## src/rtl/mem_arbiter_pkg.sv

```systemverilog
// Shared state encodings and owner codes for the memory-port arbiter.
package mem_arbiter_pkg;

   typedef enum logic [1:0] {
      ARB_IDLE   = 2'd0,
      ARB_ACCESS = 2'd1,
      ARB_DONE   = 2'd2
   } arb_state_t;

   localparam logic OWNER_CPU = 1'b0;
   localparam logic OWNER_DMA = 1'b1;

endpackage

```

## src/rtl/mem_arb_select.sv

```systemverilog
// Grant decision (CPU over DMA) with a starvation streak counter.
// Optional MEM_ARB_LOCK_EN adds cpuLock, which blocks DMA grants while held.
module mem_arb_select
   import mem_arbiter_pkg::*;
#(
   parameter int STARVE = 4
) (
   input  logic clk,
   input  logic rst,
   input  logic cpuReq,
   input  logic dmaReq,
   input  logic grantEn,
`ifdef MEM_ARB_LOCK_EN
   input  logic cpuLock,
`endif
   output logic grantCpu,
   output logic grantDma
);

   localparam logic [3:0] STARVE_W = 4'(STARVE);

   logic [3:0] streak_reg, streak_next;
   logic       locked;
   logic       starved;

   always_comb begin
      locked = 1'b0;
`ifdef MEM_ARB_LOCK_EN
      locked = cpuLock;
`endif
      // A held lock suppresses the starvation override but not the counting.
      starved  = (streak_reg == STARVE_W) && !locked;
      grantCpu = grantEn && cpuReq && !(dmaReq && starved);
      grantDma = grantEn && dmaReq && !locked && (!cpuReq || starved);

      streak_next = streak_reg;
      if (grantDma)
         streak_next = '0;
      else if (grantCpu)
         streak_next = !dmaReq ? '0 :
                       (streak_reg == STARVE_W) ? streak_reg : streak_reg + 4'd1;
   end

   always_ff @(posedge clk) begin
      if (rst)
         streak_reg <= '0;
      else
         streak_reg <= streak_next;
   end

endmodule

```

## src/rtl/mem_arbiter.sv

```systemverilog
// Two-requester (CPU > DMA) arbiter for a single memory port with wait states.
// Build option MEM_ARB_LOCK_EN adds the cpuLock input for atomic CPU sequences.
module mem_arbiter
   import mem_arbiter_pkg::*;
#(
   parameter int M      = 16,
   parameter int WAIT   = 1,
   parameter int STARVE = 4
) (
   input  logic         clk,
   input  logic         rst,
`ifdef MEM_ARB_LOCK_EN
   input  logic         cpuLock,
`endif
   input  logic         cpuReq,
   input  logic         cpuWE,
   input  logic [M-1:0] cpuAddr,
   input  logic [M-1:0] cpuWData,
   output logic [M-1:0] cpuRData,
   output logic         cpuAck,
   input  logic         dmaReq,
   input  logic         dmaWE,
   input  logic [M-1:0] dmaAddr,
   input  logic [M-1:0] dmaWData,
   output logic [M-1:0] dmaRData,
   output logic         dmaAck,
   output logic [M-1:0] memAddr,
   output logic [M-1:0] memWrite,
   input  logic [M-1:0] memRead,
   output logic         memWE,
   output logic         busy,
   output logic         owner
);

   arb_state_t state_reg, state_next;

   logic [M-1:0] addr_reg, wdata_reg, cpu_rdata_reg, dma_rdata_reg;
   logic         we_reg, owner_reg;
   logic [3:0]   wait_reg;
   logic         grant_en, grant_cpu, grant_dma, last_access;

   assign grant_en    = (state_reg == ARB_IDLE);
   assign last_access = (state_reg == ARB_ACCESS) && (wait_reg == 4'd0);

   mem_arb_select #(.STARVE(STARVE)) u_select (
      .clk      (clk),
      .rst      (rst),
      .cpuReq   (cpuReq),
      .dmaReq   (dmaReq),
      .grantEn  (grant_en),
`ifdef MEM_ARB_LOCK_EN
      .cpuLock  (cpuLock && (owner_reg == OWNER_CPU)),
`endif
      .grantCpu (grant_cpu),
      .grantDma (grant_dma)
   );

   always_ff @(posedge clk) begin
      if (rst)
         state_reg <= ARB_IDLE;
      else
         state_reg <= state_next;
   end

   always_comb begin
      state_next = state_reg;
      cpuAck     = 1'b0;
      dmaAck     = 1'b0;
      memWE      = 1'b0;
      busy       = (state_reg != ARB_IDLE);
      case (state_reg)
         ARB_IDLE: begin
            if (grant_cpu || grant_dma)
               state_next = ARB_ACCESS;
         end
         ARB_ACCESS: begin
            memWE = we_reg;
            if (wait_reg == 4'd0)
               state_next = ARB_DONE;
         end
         ARB_DONE: begin
            cpuAck     = (owner_reg == OWNER_CPU);
            dmaAck     = (owner_reg == OWNER_DMA);
            state_next = ARB_IDLE;
         end
         default: state_next = ARB_IDLE;
      endcase
   end

   // Request fields are captured once at grant; requesters may change them afterwards.
   always_ff @(posedge clk) begin
      if (rst) begin
         addr_reg      <= '0;
         wdata_reg     <= '0;
         we_reg        <= 1'b0;
         owner_reg     <= OWNER_CPU;
         wait_reg      <= '0;
         cpu_rdata_reg <= '0;
         dma_rdata_reg <= '0;
      end else begin
         if (grant_cpu) begin
            addr_reg  <= cpuAddr;
            wdata_reg <= cpuWData;
            we_reg    <= cpuWE;
            owner_reg <= OWNER_CPU;
            wait_reg  <= 4'(WAIT);
         end else if (grant_dma) begin
            addr_reg  <= dmaAddr;
            wdata_reg <= dmaWData;
            we_reg    <= dmaWE;
            owner_reg <= OWNER_DMA;
            wait_reg  <= 4'(WAIT);
         end else if ((state_reg == ARB_ACCESS) && (wait_reg != 4'd0)) begin
            wait_reg <= wait_reg - 4'd1;
         end

         if (last_access && !we_reg) begin
            if (owner_reg == OWNER_CPU)
               cpu_rdata_reg <= memRead;
            else
               dma_rdata_reg <= memRead;
         end
      end
   end

   assign memAddr  = addr_reg;
   assign memWrite = wdata_reg;
   assign cpuRData = cpu_rdata_reg;
   assign dmaRData = dma_rdata_reg;
   assign owner    = owner_reg;

endmodule

```

## config.mk

```make
export PLATFORM = sky130hd
export DESIGN_NAME = mem_arbiter
export DESIGN_NICKNAME = d
export VERILOG_FILES = /design/src/rtl/mem_arbiter_pkg.sv /design/src/rtl/mem_arb_select.sv /design/src/rtl/mem_arbiter.sv
export SDC_FILE = /design/constraint.sdc
export NUM_CORES = 1
export LEC_CHECK = 0
export BUFFER_PORTS_ARGS = -buffer_cell sky130_fd_sc_hd__buf_2
export CELL_PAD_IN_SITES_DETAIL_PLACEMENT = 1
export CELL_PAD_IN_SITES_GLOBAL_PLACEMENT = 1
export CORE_MARGIN = 4
export CORE_UTILIZATION = 34
export CTS_CLUSTER_DIAMETER = 120
export DETAILED_ROUTE_END_ITERATION = 16
export PLACE_DENSITY_LB_ADDON = 0.2
export SLEW_MARGIN = 0
export SYNTH_ARGS = -nofsm -noshare
export SYNTH_HDL_FRONTEND = slang
export SYNTH_HIERARCHICAL = 1
export SYNTH_SLANG_ARGS = --single-unit
```

## constraint.sdc

```tcl
create_clock -name clk -period 2.8 [get_ports clk]
set_input_delay 0.14 -clock clk [delete_from_list [all_inputs] [get_ports clk]]
set_output_delay 0.14 -clock clk [all_outputs]
set_load 0.01 [all_outputs]
```

# == Word-level counts from Yosys, hierarchy flattened ==
# Cells that the tools add are included.
# op_classes
add_sub_neg,2
bitwise,1
n_eq_ne,6
reduce_logical,26
muxes,17
# ops
op,count
$mux 16,4
$logic_and 1x1->1,8
$mux 1,8
$mux 4,2
$reduce_and 2->1,4
$ne 2x2->1 const B,3
$add 4x1->4 const B,1
$eq 4x3->1 const B,1
$logic_not 4->1,1
$mux 2,2
$pmux 2 s2,1
$reduce_bool 2->1,2
$reduce_bool 4->1,1
$reduce_or 2->1,2
$sub 4x1->4 const B,1
$logic_not 1->1,3
$reduce_bool 3->1,1
$reduce_or 3->1,1
$eq 2x1->1 const B,1
$eq 2x2->1 const B,1
$logic_not 2->1,1
$logic_or 1x1->1,2
$not 1->1,1
# totals
ff_bits,76
out_inout_bits,69
input_bits,86
wordCells,62

# == Longest topological paths before layout ==
# Gate-level depths: netlist (run 1).
# logic_depth
depth_word,7
depth_mapped,9
mapped_depth_nobuf,7

# == Modules after synthesis ==
# The synthesis (run 1) kept the hierarchy.
# modules_own_cells
module,instances,area_each_um2,seq_area_each_um2,cells_per_inst
mem_arbiter,1,3188.1,1441.4,334
mem_arb_select,1,285.3,80.1,34

# == Least setup slack after synthesis (run 1) ==
# No wires, ideal clock.
# synth_timing
kind,reg2reg
from,reg state_reg[1]
to,reg addr_reg[0] (netlist: memAddr[0])
path_slack_ps,651
path_stages_with_launch,10
required_ps,2672
t_arrival_ps,2021
synth_period_minus_slack_ps,2149
n_path_buf,3
cell_sequence,dfxtp_1 buf_2 nor2_1 nand2_1 a21oi_1 buf_2 buf_2 mux2_2 mux2i_1 nor2_1
# synth_between
elab_chain_cells,4
word_cells_on_any_way,7
# synth_rtl
item,line,source
start: declaration,mem_arbiter.sv:35,"arb_state_t state_reg, state_next;"
start signal: assignment,mem_arbiter.sv:62,state_reg <= state_next;
$logic_not 2->1,mem_arbiter.sv:42,assign grant_en = (state_reg == ARB_IDLE);
net grant_en,mem_arbiter.sv:40,"logic grant_en, grant_cpu, grant_dma, last_access;"
$logic_and 1x1->1 (2 in a row),mem_arb_select.sv:34,grantDma = grantEn && dmaReq && !locked && (!cpuReq || starved);
net grant_dma,mem_arbiter.sv:40,
$reduce_bool 2->1 (no line),--,
end signal: assignment,mem_arbiter.sv:102,addr_reg <= cpuAddr;
end signal: assignment,mem_arbiter.sv:108,addr_reg <= dmaAddr;
end: declaration,mem_arbiter.sv:37,"logic [M-1:0] addr_reg, wdata_reg, cpu_rdata_reg, dma_rdata_reg;"
# The timed path passes the listed nets, and every way through them passes these cells.
# A chain may end at the register's enable or synchronous reset.

# == Final worst setup path (run 1) ==
# layout_timing
from,reg u_select.streak_reg[0]
to,reg wdata_reg[7] (netlist: memWrite[7])
# layout_between
word_cells_on_any_way,8
# layout_rtl
item,line,source
start: declaration,mem_arb_select.sv:22,"logic [3:0] streak_reg, streak_next;"
start signal: assignment,mem_arb_select.sv:48,streak_reg <= streak_next;
$eq 4x3->1,mem_arb_select.sv:32,starved = (streak_reg == STARVE_W) && !locked;
$logic_or 1x1->1,mem_arb_select.sv:34,
$logic_and 1x1->1,mem_arb_select.sv:34,
net grant_dma,mem_arbiter.sv:40,
$reduce_bool 2->1 (no line),--,
end signal: assignment,mem_arbiter.sv:103,wdata_reg <= cpuWData;
end signal: assignment,mem_arbiter.sv:109,wdata_reg <= dmaWData;
end: declaration,mem_arbiter.sv:37,
# The timed path passes the listed nets, and every way through them passes these cells.

==> results.ini, run 1 <==
[setup_path]
critPathMaxStageDelay_ns = 0.36
cp.required_ns = 3.02
critPathLaunchType = register
critical_path_buf_inv_count = 2
slowest_stage = dfxtp_1
crit_fanout = 32
regToRegSetupSlack_ns = 0.70
cp.arrival_ns = 2.32
cp_cell_sequence = inv_1 > ha_1 > nand3b_1 > a21oi_4 > buf_12 > mux2_2 > mux2i_1 > nor2_1
path_class = register to register
cpLargestDelayFamily = multiplexers
end_kind = register

[grt]
grt_pass1_vias = 3395
antenna_found_initial = 2
grt_start_max_net_pins = 51
grt_pass1_wl_mm = 16.7
grt_overflow = 0
track_usage = 0.180

[layout]
area_delta_synth_final_pct = 31.6
antenna_cells = 0
post-route-util = 0.463
drive_gt1_frac = 0.439
fillers = 1195
nets = 599

[yosys]
seq_area_frac_synth = 0.438
ys_warn_count = 6
synth_top_area_frac = 0.438
syn_nets = 457
synth_most_common_cell = dfxtp_1
synth_area_leader_cell = dfxtp_1
yosys_register_bits = 76
synth_area_leaders = dfxtp_1 44%, mux2_2 11%, mux2i_1 9.5%
synth_cells = 368
avgSynthCellArea_um2 = 9.44
synth_edf_count = 0
async_flop_share = 0
synth-main-ff-cell = dfxtp_1
synth_commonest_cells = 76 x dfxtp_1, 38 x nor2_1, 34 x a21oi_1, 34 x nand3_1
synth_area_um2 = 3470
yosysUniqueCellTypes = 43

[placed_design]
place_congestion = 0.748
place.detailed.hpwl_mm = 7.81
io_buffers = 154
place_ws_ns = 0.704

[power_and_ir_drop]
power_frac_seq = 0.441
pwr-share-clk = 0.314
leakagePower_nw = 2.08
combPwrFrac = 0.245
ir_drop_v = 0.000239
p_per_area_nw_per_um2 = 605
p_switching_w = 0.000840
p_int_w = 0.00193
switching_share = 0.304

[timing]
fin_crit_sh = 0.749
period_minus_slack_ns = 2.10
setup_viol_count_final = 0
fin_tns_setup_ns = 0
worst_slack_ns = 0.704
relSlewSlack = 0.394
tightest_slew_ns = 0.905
hold_viol_final = 0
rsz0062_at_grt = false
clock-skew-final_ns = 0.0119
fmax_mhz = 477
drv_slew = 0

[floorplan]
dieArea_um2 = 11900
die_h_um = 109
io_pins = 155
fp.coreArea_um2 = 9860
die_w_um = 109
start_util = 0.352
rows = 36

[run_status]
status = complete, no violations

[drt]
first_iter_violations = 111
wl_per_cell_um = 16.2
ant_nets = 0
dr.pass1.iters = 4
drc_errors = 0
vias = 3235
drt-total-wl_mm = 10.5
viasPerCell = 4.99

[cts]
cts_root_buf = clkbuf_8
cts_buffer_depth = 2
cts_hold_buf = 0
cts_resized = 0
clock-sinks = 76
cts.clk_slew.worst_paths_ns = 0.08
cts_tree = built
cts_setup_buffers = 0
cts_max_level = 3
clkLatencyLatePin_ns = 0.35
cts_inserted_buffers = 9

[run]
max-cap-violations = 0

[worst_hold_path]
hold_class = input port to register

[power groups by stage]
stage                     Combinational (W)  Sequential [W]  Clock (W)
after floorplan                    0.000413         0.00127          0
after global placement             0.000673         0.00124          0
after detailed placement           0.000688         0.00124          0
after CTS                          0.000690         0.00122   0.000897
after global routing               0.000750         0.00123   0.000943
final                              0.000678         0.00122   0.000869
[kinds of logic after synthesis]
kind of cell	after synthesis	synth area share
and+or+nand+nor	104	0.163
DFF	76	0.438
muxes	66	0.202
AOI/OAI and AO/OA	83	0.139
adders and majority gates	3	0.0108
buffers and inverters	36	0.0472
[cells in the final DEF, fill, tap and decap left out, types with 2 or more instances in the layout]
cell type  count
and4b_1        2
nand2_1        4
nand3_1       34
o21ai_0       20
nor3_1         3
nor2_1        37
inv_1          7
o21ai_2       10
nand3b_1       2
buf_2        154
nand2b_1       2
nor2b_1        2
ha_1           3
clkinv_2       2
clkbuf_8      11
mux2i_1       33
and3b_1        2
buf_12         2
buf_4          4
or3_1          2
a211oi_1       2
a21oi_1       33
o21ai_1       10
dfxtp_1       76
mux2_2        33
[metal layers]
metal,vias up,global-route usage,routed length [µm]
li1,1597,-,-
met3,10,0.0746,886
met1,1527,0.209,4400
met4,4,0.0541,81
met2,97,0.303,5090
met5,-,0,21
[worst paths after layout]
path | depth (start not counted) | start | end
hold / removal | 3 | cpuWData[10] | memWrite[10]$_SDFFE_PP0P_
setup / recovery | 8 | u_select/streak_reg[0]$_SDFFE_PP0P_ | memWrite[7]$_SDFFE_PP0P_
setup reg to reg | 8 | u_select/streak_reg[0]$_SDFFE_PP0P_ | memWrite[7]$_SDFFE_PP0P_
hold reg to reg | 2 | cpuRData[1]$_SDFFE_PP0P_ | cpuRData[1]$_SDFFE_PP0P_
[layout make-up]
| cell class | instances | area (µm²) | area share |
|---|---|---|---|
| Sequential cell | 76 | 1520 | 0.333 |
| Inverter | 7 | 26.3 | 0.00575 |
| Clock buffer | 12 | 155 | 0.0339 |
| Clock inverter | 4 | 47.5 | 0.0104 |
| Tap cell | 133 | 166 | 0.0364 |
| Multi-Input combinational cell | 256 | 1810 | 0.397 |
| Timing Repair Buffer | 160 | 841 | 0.184 |
[worst reg2reg max path: stages (launching register included)]
cell,delay (ns)
dfxtp_1,0.36
inv_1,0.07
ha_1,0.19
nand3b_1,0.16
a21oi_4,0.36
buf_12,0.26
mux2_2,0.36
mux2i_1,0.15
nor2_1,0.06
[through the flow]
stage	power (W)	std cells	cell area, µm²	hold WS [ns]
2_1_floorplan	0.00168	368	3470	0.212
3_3_place_gp	0.00191	632	4370	0.371
3_5_place_dp	0.00193	632	4370	0.385
4_1_cts	0.00281	648	4570	0.00865
5_1_grt	0.00292	648	4570	0.00878
6_report	0.00277	648	4570	0.0261
Note: power is estimated with default switching activity, not from simulation.
==> run 2: changes to the inputs <==
CORE_UTILIZATION = 31   (was 34)
clock period = 1.9 ns   (was 2.8 ns; I/O delays follow)
==> run 2 against run 1 <==
Compared with the run above:
- the run now ends with negative setup slack left
- worst setup slack got worse by 0.72 ns
- sequential power rose by 47%
- hold slack got worse by 0.013 ns
- fmax rose by 9.1%
- via count rose by 10%
- highest routed layer is now met4
- largest cell class unchanged
==> results.ini, run 2 (same netlist as run 1, synthesis figures left out) <==
[cts]
cts_tree = built
clock-sinks = 76
cts.clk_slew.worst_paths_ns = 0.08
cts_root_buf = clkbuf_8
clkLatencyLatePin_ns = 0.36
cts_buffer_depth = 2
cts_max_level = 3
cts_inserted_buffers = 9

[setup_path]
path_class = register to register
critPathLaunchType = register
cp.required_ns = 2.13
crit_fanout = 5
end_kind = register
cpMostUsedCell = buf_12
cp.arrival_ns = 2.15
critPathMaxStageDelay_ns = 0.36
cp_cell_sequence = inv_2 > ha_4 > nand3b_1 > a21oi_4 > buf_12 > buf_12 > mux2_4 > mux2i_1 > nor2_1
slowest_stage = dfxtp_4

[grt]
grt_pass1_wl_mm = 19.4
grt_start_max_net_pins = 74
antenna_found_initial = 0
grt_overflow = 0
grt_pass1_vias = 3820
track_usage = 0.187

[drt]
ant_nets = 0
drt-total-wl_mm = 12.5
dr.pass1.iters = 4
first_iter_violations = 172
wl_per_cell_um = 17.4
drc_errors = 0
viasPerCell = 4.95
vias = 3563

[floorplan]
start_util = 0.319
io_pins = 155
die_h_um = 114
fp.coreArea_um2 = 10900
rows = 38
die_w_um = 114
dieArea_um2 = 13000

[timing]
period_minus_slack_ns = 1.92
fin_crit_sh = 1.01
worst_slack_ns = -0.0208
setup_viol_count_final = 13
clock-skew-final_ns = 0.00753
tightest_slew_ns = 0.347
drv_slew = 0
hold_viol_final = 0
relSlewSlack = 0.769
rsz0062_at_grt = true
fmax_mhz = 521

[power_and_ir_drop]
leakagePower_nw = 2.45
ir_drop_v = 0.000402
p_per_area_nw_per_um2 = 786

[layout]
post-route-util = 0.494
mostFrequentLayoutCells = 154 x buf_2, 75 x dfxtp_1, 45 x dlygate4sd3_1, 36 x nor2_1, 34 x nand3_1
drive_gt1_frac = 0.434
nets = 665
final_area_um2 = 5380
area_delta_synth_final_pct = 54.8
layout_commonest_cell = buf_2
antenna_cells = 0

[placed_design]
place_congestion = 0.714
place.detailed.hpwl_mm = 8.06
place_area_um2 = 4520
io_buffers = 154

[run]
max-cap-violations = 0

[run_status]
status = complete, but fails checks
violations = negative setup slack

[worst_hold_path]
hold_class = input port to register

-- run 2: cell count changes in the layout (fill, tap and decap cells not counted), sizes merged --
cell	before	now
buf	160	177
bufinv	1	0
clkbuf	12	15
clkinvlp	1	2
dlygate4sd3	0	45
-- run 2: cell type report --
class	count	area, µm²
Clock buffer	11	151
Clock inverter	4	25.0
Fill cell	1271	5510
Inverter	7	26.3
Multi-Input combinational cell	256	1890
Sequential cell	76	1530
Tap cell	140	175
Timing Repair Buffer	226	1580
-- run 2: per-stage QoR --
step                instances  hold slack (ns)  TNS, ns  worst slack (ns)  total power [W]
finish                    720           0.0128   -0.137           -0.0208          0.00423
global route              720          0.00659    -1.86            -0.116          0.00449
CTS                       708          0.00225        0            0.0220          0.00416
detailed placement        650            0.341        0            0.0241          0.00294
global placement          650            0.326        0             0.116          0.00291
floorplan                 368            0.167        0            0.0103          0.00248
-- run 2: path summary, 6_finish.rpt --
path / start / to / slack [ns] / depth (start not counted)
setup reg to reg: u_select/streak_reg[1]$_SDFFE_PP0P_ / memAddr[8]$_SDFFE_PP0P_ / -0.02 / 9
hold / removal: cpuAddr[12] / memAddr[12]$_SDFFE_PP0P_ / 0.01 / 3
setup / recovery: u_select/streak_reg[1]$_SDFFE_PP0P_ / memAddr[8]$_SDFFE_PP0P_ / -0.02 / 9
hold reg to reg: cpuRData[0]$_SDFFE_PP0P_ / cpuRData[0]$_SDFFE_PP0P_ / 0.46 / 2
-- run 2: where the power goes --
group	internal [W]	total, W	switching (W)	leakage [nW]
combinational	0.000648	0.00129	0.000639	1.74
clock	0.000534	0.00115	0.000615	0.0872
sequential	0.00171	0.00179	0.0000797	0.622
total	0.00290	0.00423	0.00133	2.45
-- run 2: layer usage --
layer | wire length (µm) | vias up | global-route usage
met2 | 6480 | 94 | 0.333
met4 | 143 | 0 | 0.0467
met3 | 835 | 13 | 0.0626
met1 | 5080 | 1729 | 0.215
li1 | - | 1727 | -
met5 | 0 | - | 0
-- run 2: critical path: cells and delay by family, from the launching register on --
kind            cells  cell delay, ns
buf+inv             3            0.34
compound gates      1            0.30
simple gates        2            0.22
flops               1            0.36
mux                 2            0.46
fa+ha+maj           1            0.12
-- run 2: what timing repair did --
action | CTS | global route
endpoints found under the setup margin | 1 | 34
gates resized for setup | 0 | 22
hold endpoints to repair | 49 | 2
cloned | 0 | 4
hold buffers | 43 | 2
pin swaps | 1 | 3
setup buffers | 0 | 6
==> run 3: changes to the inputs <==
ABC_CLOCK_PERIOD_IN_PS = 1900   (was default)
SETUP_SLACK_MARGIN = 0.2   (was default)
==> run 3 against run 2 <==
Compared with the run above:
- the flow still finishes with violations (negative setup slack)
- first-iteration DRC count decreased by 37%
- clock-buffer cell count increased by 3
- utilization increased by 2.4 points
- via count decreased by 0.28%
- power increased by 4.3%
- flip-flop and latch count unchanged
- fmax increased by 0.40%
- worst setup slack improved by 0.0077 ns
- global-route usage decreased by 0.83 points
- routed wire length decreased by 3.2%
- critical endpoint is now memAddr[11]$_SDFFE_PP0P_
==> results.ini, run 3 (same netlist as run 1, synthesis figures left out) <==
[power_and_ir_drop]
p_per_area_nw_per_um2 = 782
power_frac_seq = 0.406
switching_share = 0.302
leakagePower_nw = 2.57
combPwrFrac = 0.323
p_int_w = 0.00308
ir_drop_v = 0.000424
pwr-share-clk = 0.271
p_switching_w = 0.00133

[setup_path]
cp.arrival_ns = 2.15
cp.required_ns = 2.14
startpoint = u_select/streak_reg[1]$_SDFFE_PP0P_
path_class = register to register
critPathLaunchType = register
end_kind = register
regToRegSetupSlack_ns = -0.01
cp_cell_sequence = inv_2 > ha_4 > nand3b_1 > a21oi_4 > buf_4 > clkbuf_16 > mux2_4 > mux2i_1 > nor2_1
worstReg2RegStart = u_select/streak_reg[1]$_SDFFE_PP0P_
crit_fanout = 7
slowest_stage = dfxtp_4
critPathMaxStageDelay_ns = 0.35

[drt]
wl_met2_mm = 5.73
drt-total-wl_mm = 12.1
drc_errors = 0
dr.pass1.iters = 4
first_iter_violations = 109
maxUsedRoutingLayer = met4
wl_met1_mm = 5.29
viasPerCell = 4.83
met3_length_um = 917
ant_nets = 0
wl_per_cell_um = 16.5
vias = 3553

[grt]
grt_overflow = 0
antenna_found_initial = 0
grt_pass1_vias = 3740
track_usage = 0.178
grt_start_max_net_pins = 37
grt_pass1_wl_mm = 18.6

[floorplan]
dieArea_um2 = 13000
start_util = 0.319
io_pins = 155
rows = 38
die_h_um = 114
die_w_um = 114
fp.coreArea_um2 = 10900

[layout]
nets = 681
antenna_cells = 0
final_area_um2 = 5640
area_delta_synth_final_pct = 62.3
layout.cells.non_filler = 736
drive_gt1_frac = 0.466
fillers = 1232
layout_commonest_cell = buf_2
mostFrequentLayoutCells = 154 x buf_2, 74 x dfxtp_1, 49 x dlygate4sd3_1, 36 x nor2_1, 34 x nand3_1

[cts]
cts_root_buf = clkbuf_8
cts.clk_slew.worst_paths_ns = 0.07
cts_max_level = 3
clock-sinks = 76
clkLatencyLatePin_ns = 0.36
cts_buffer_depth = 2
cts_tree = built
cts_inserted_buffers = 9

[placed_design]
place.detailed.hpwl_mm = 7.69
io_buffers = 154
place_congestion = 0.750
dp.cells = 650
place_area_um2 = 4620

[timing]
worst_slack_ns = -0.0132
hold_viol_final = 0
tightest_slew_ns = 0.404
period_minus_slack_ns = 1.91
fin_tns_setup_ns = -0.0553
setup_viol_count_final = 6
drv_slew = 0
relSlewSlack = 0.731
clock-skew-final_ns = 0.00410
rsz0062_at_grt = true
fin_crit_sh = 1.01
fmax_mhz = 523

[run_status]
violations = negative setup slack
status = complete, but fails checks

[worst_hold_path]
min-delay-start = rst
hold_class = input port to register

[run]
max-cap-violations = 0

run 3: power by group through the flow:
| stage | Combinational, W | Clock, W | Sequential, W |
|---|---|---|---|
| 6_report | 0.00142 | 0.00119 | 0.00179 |
| 2_1_floorplan | 0.000691 | 0 | 0.00187 |
| 3_5_place_dp | 0.00117 | 0 | 0.00183 |
| 4_1_cts | 0.00125 | 0.00126 | 0.00179 |
| 5_1_grt | 0.00155 | 0.00132 | 0.00181 |
| 3_3_place_gp | 0.00114 | 0 | 0.00183 |
run 3: cell type report:
cell class              instances  area [µm²]  area share
flip-flops and latches         76        1530       0.271
inverters                       7        26.3     0.00466
clock inverters                 1        5.00    0.000888
clock buffers                  14         183      0.0324
repair buffers                242        1710       0.304
multi-input cells             256        2000       0.356
well taps                     140         175      0.0311
run 3: path summary, 6_finish.rpt:
| kind | endpoint | depth (start not counted) |
|---|---|---|
| min | state_reg[0]$_SDFFE_PP0P_ | 2 |
| min reg2reg | dmaRData[10]$_SDFFE_PP0P_ | 2 |
| max reg2reg | memAddr[11]$_SDFFE_PP0P_ | 9 |
| max | memAddr[11]$_SDFFE_PP0P_ | 9 |
run 3: layer usage:
metal	global-route usage	up-vias
met5	0	-
met4	0.0721	0
met3	0.0504	14
met2	0.294	129
met1	0.219	1649
li1	-	1761
run 3: repair_timing:
action | CTS | global route
gates resized for setup | 2 | 26
pin swaps | 0 | 2
buffers inserted | 0 | 17
endpoints found under the hold margin | 65 | 0
gates cloned | 0 | 5
hold buffers | 49 | 0
endpoints found under the setup margin | 39 | 63
run 3: per-stage QoR:
| step | utilization | setup WS (ns) | total power, W | hold WS [ns] |
|---|---|---|---|---|
| floorplan | - | 0.162 | 0.00256 | 0.160 |
| global placement | 0.424 | 0.144 | 0.00296 | 0.328 |
| detailed placement | 0.424 | 0.0138 | 0.00299 | 0.346 |
| CTS | 0.487 | 0.105 | 0.00430 | 0.000641 |
| global route | 0.518 | -0.100 | 0.00467 | 0.0509 |
| finish | 0.518 | -0.0132 | 0.00441 | 0.0439 |
run 3: critical path: cells and delay by family, from the launching register on:
family          cells  cell delay (ns)
flops               1             0.35
simple gates        2             0.22
mux                 2             0.42
buf+inv             3             0.40
compound gates      1             0.25
fa+ha+maj           1             0.13
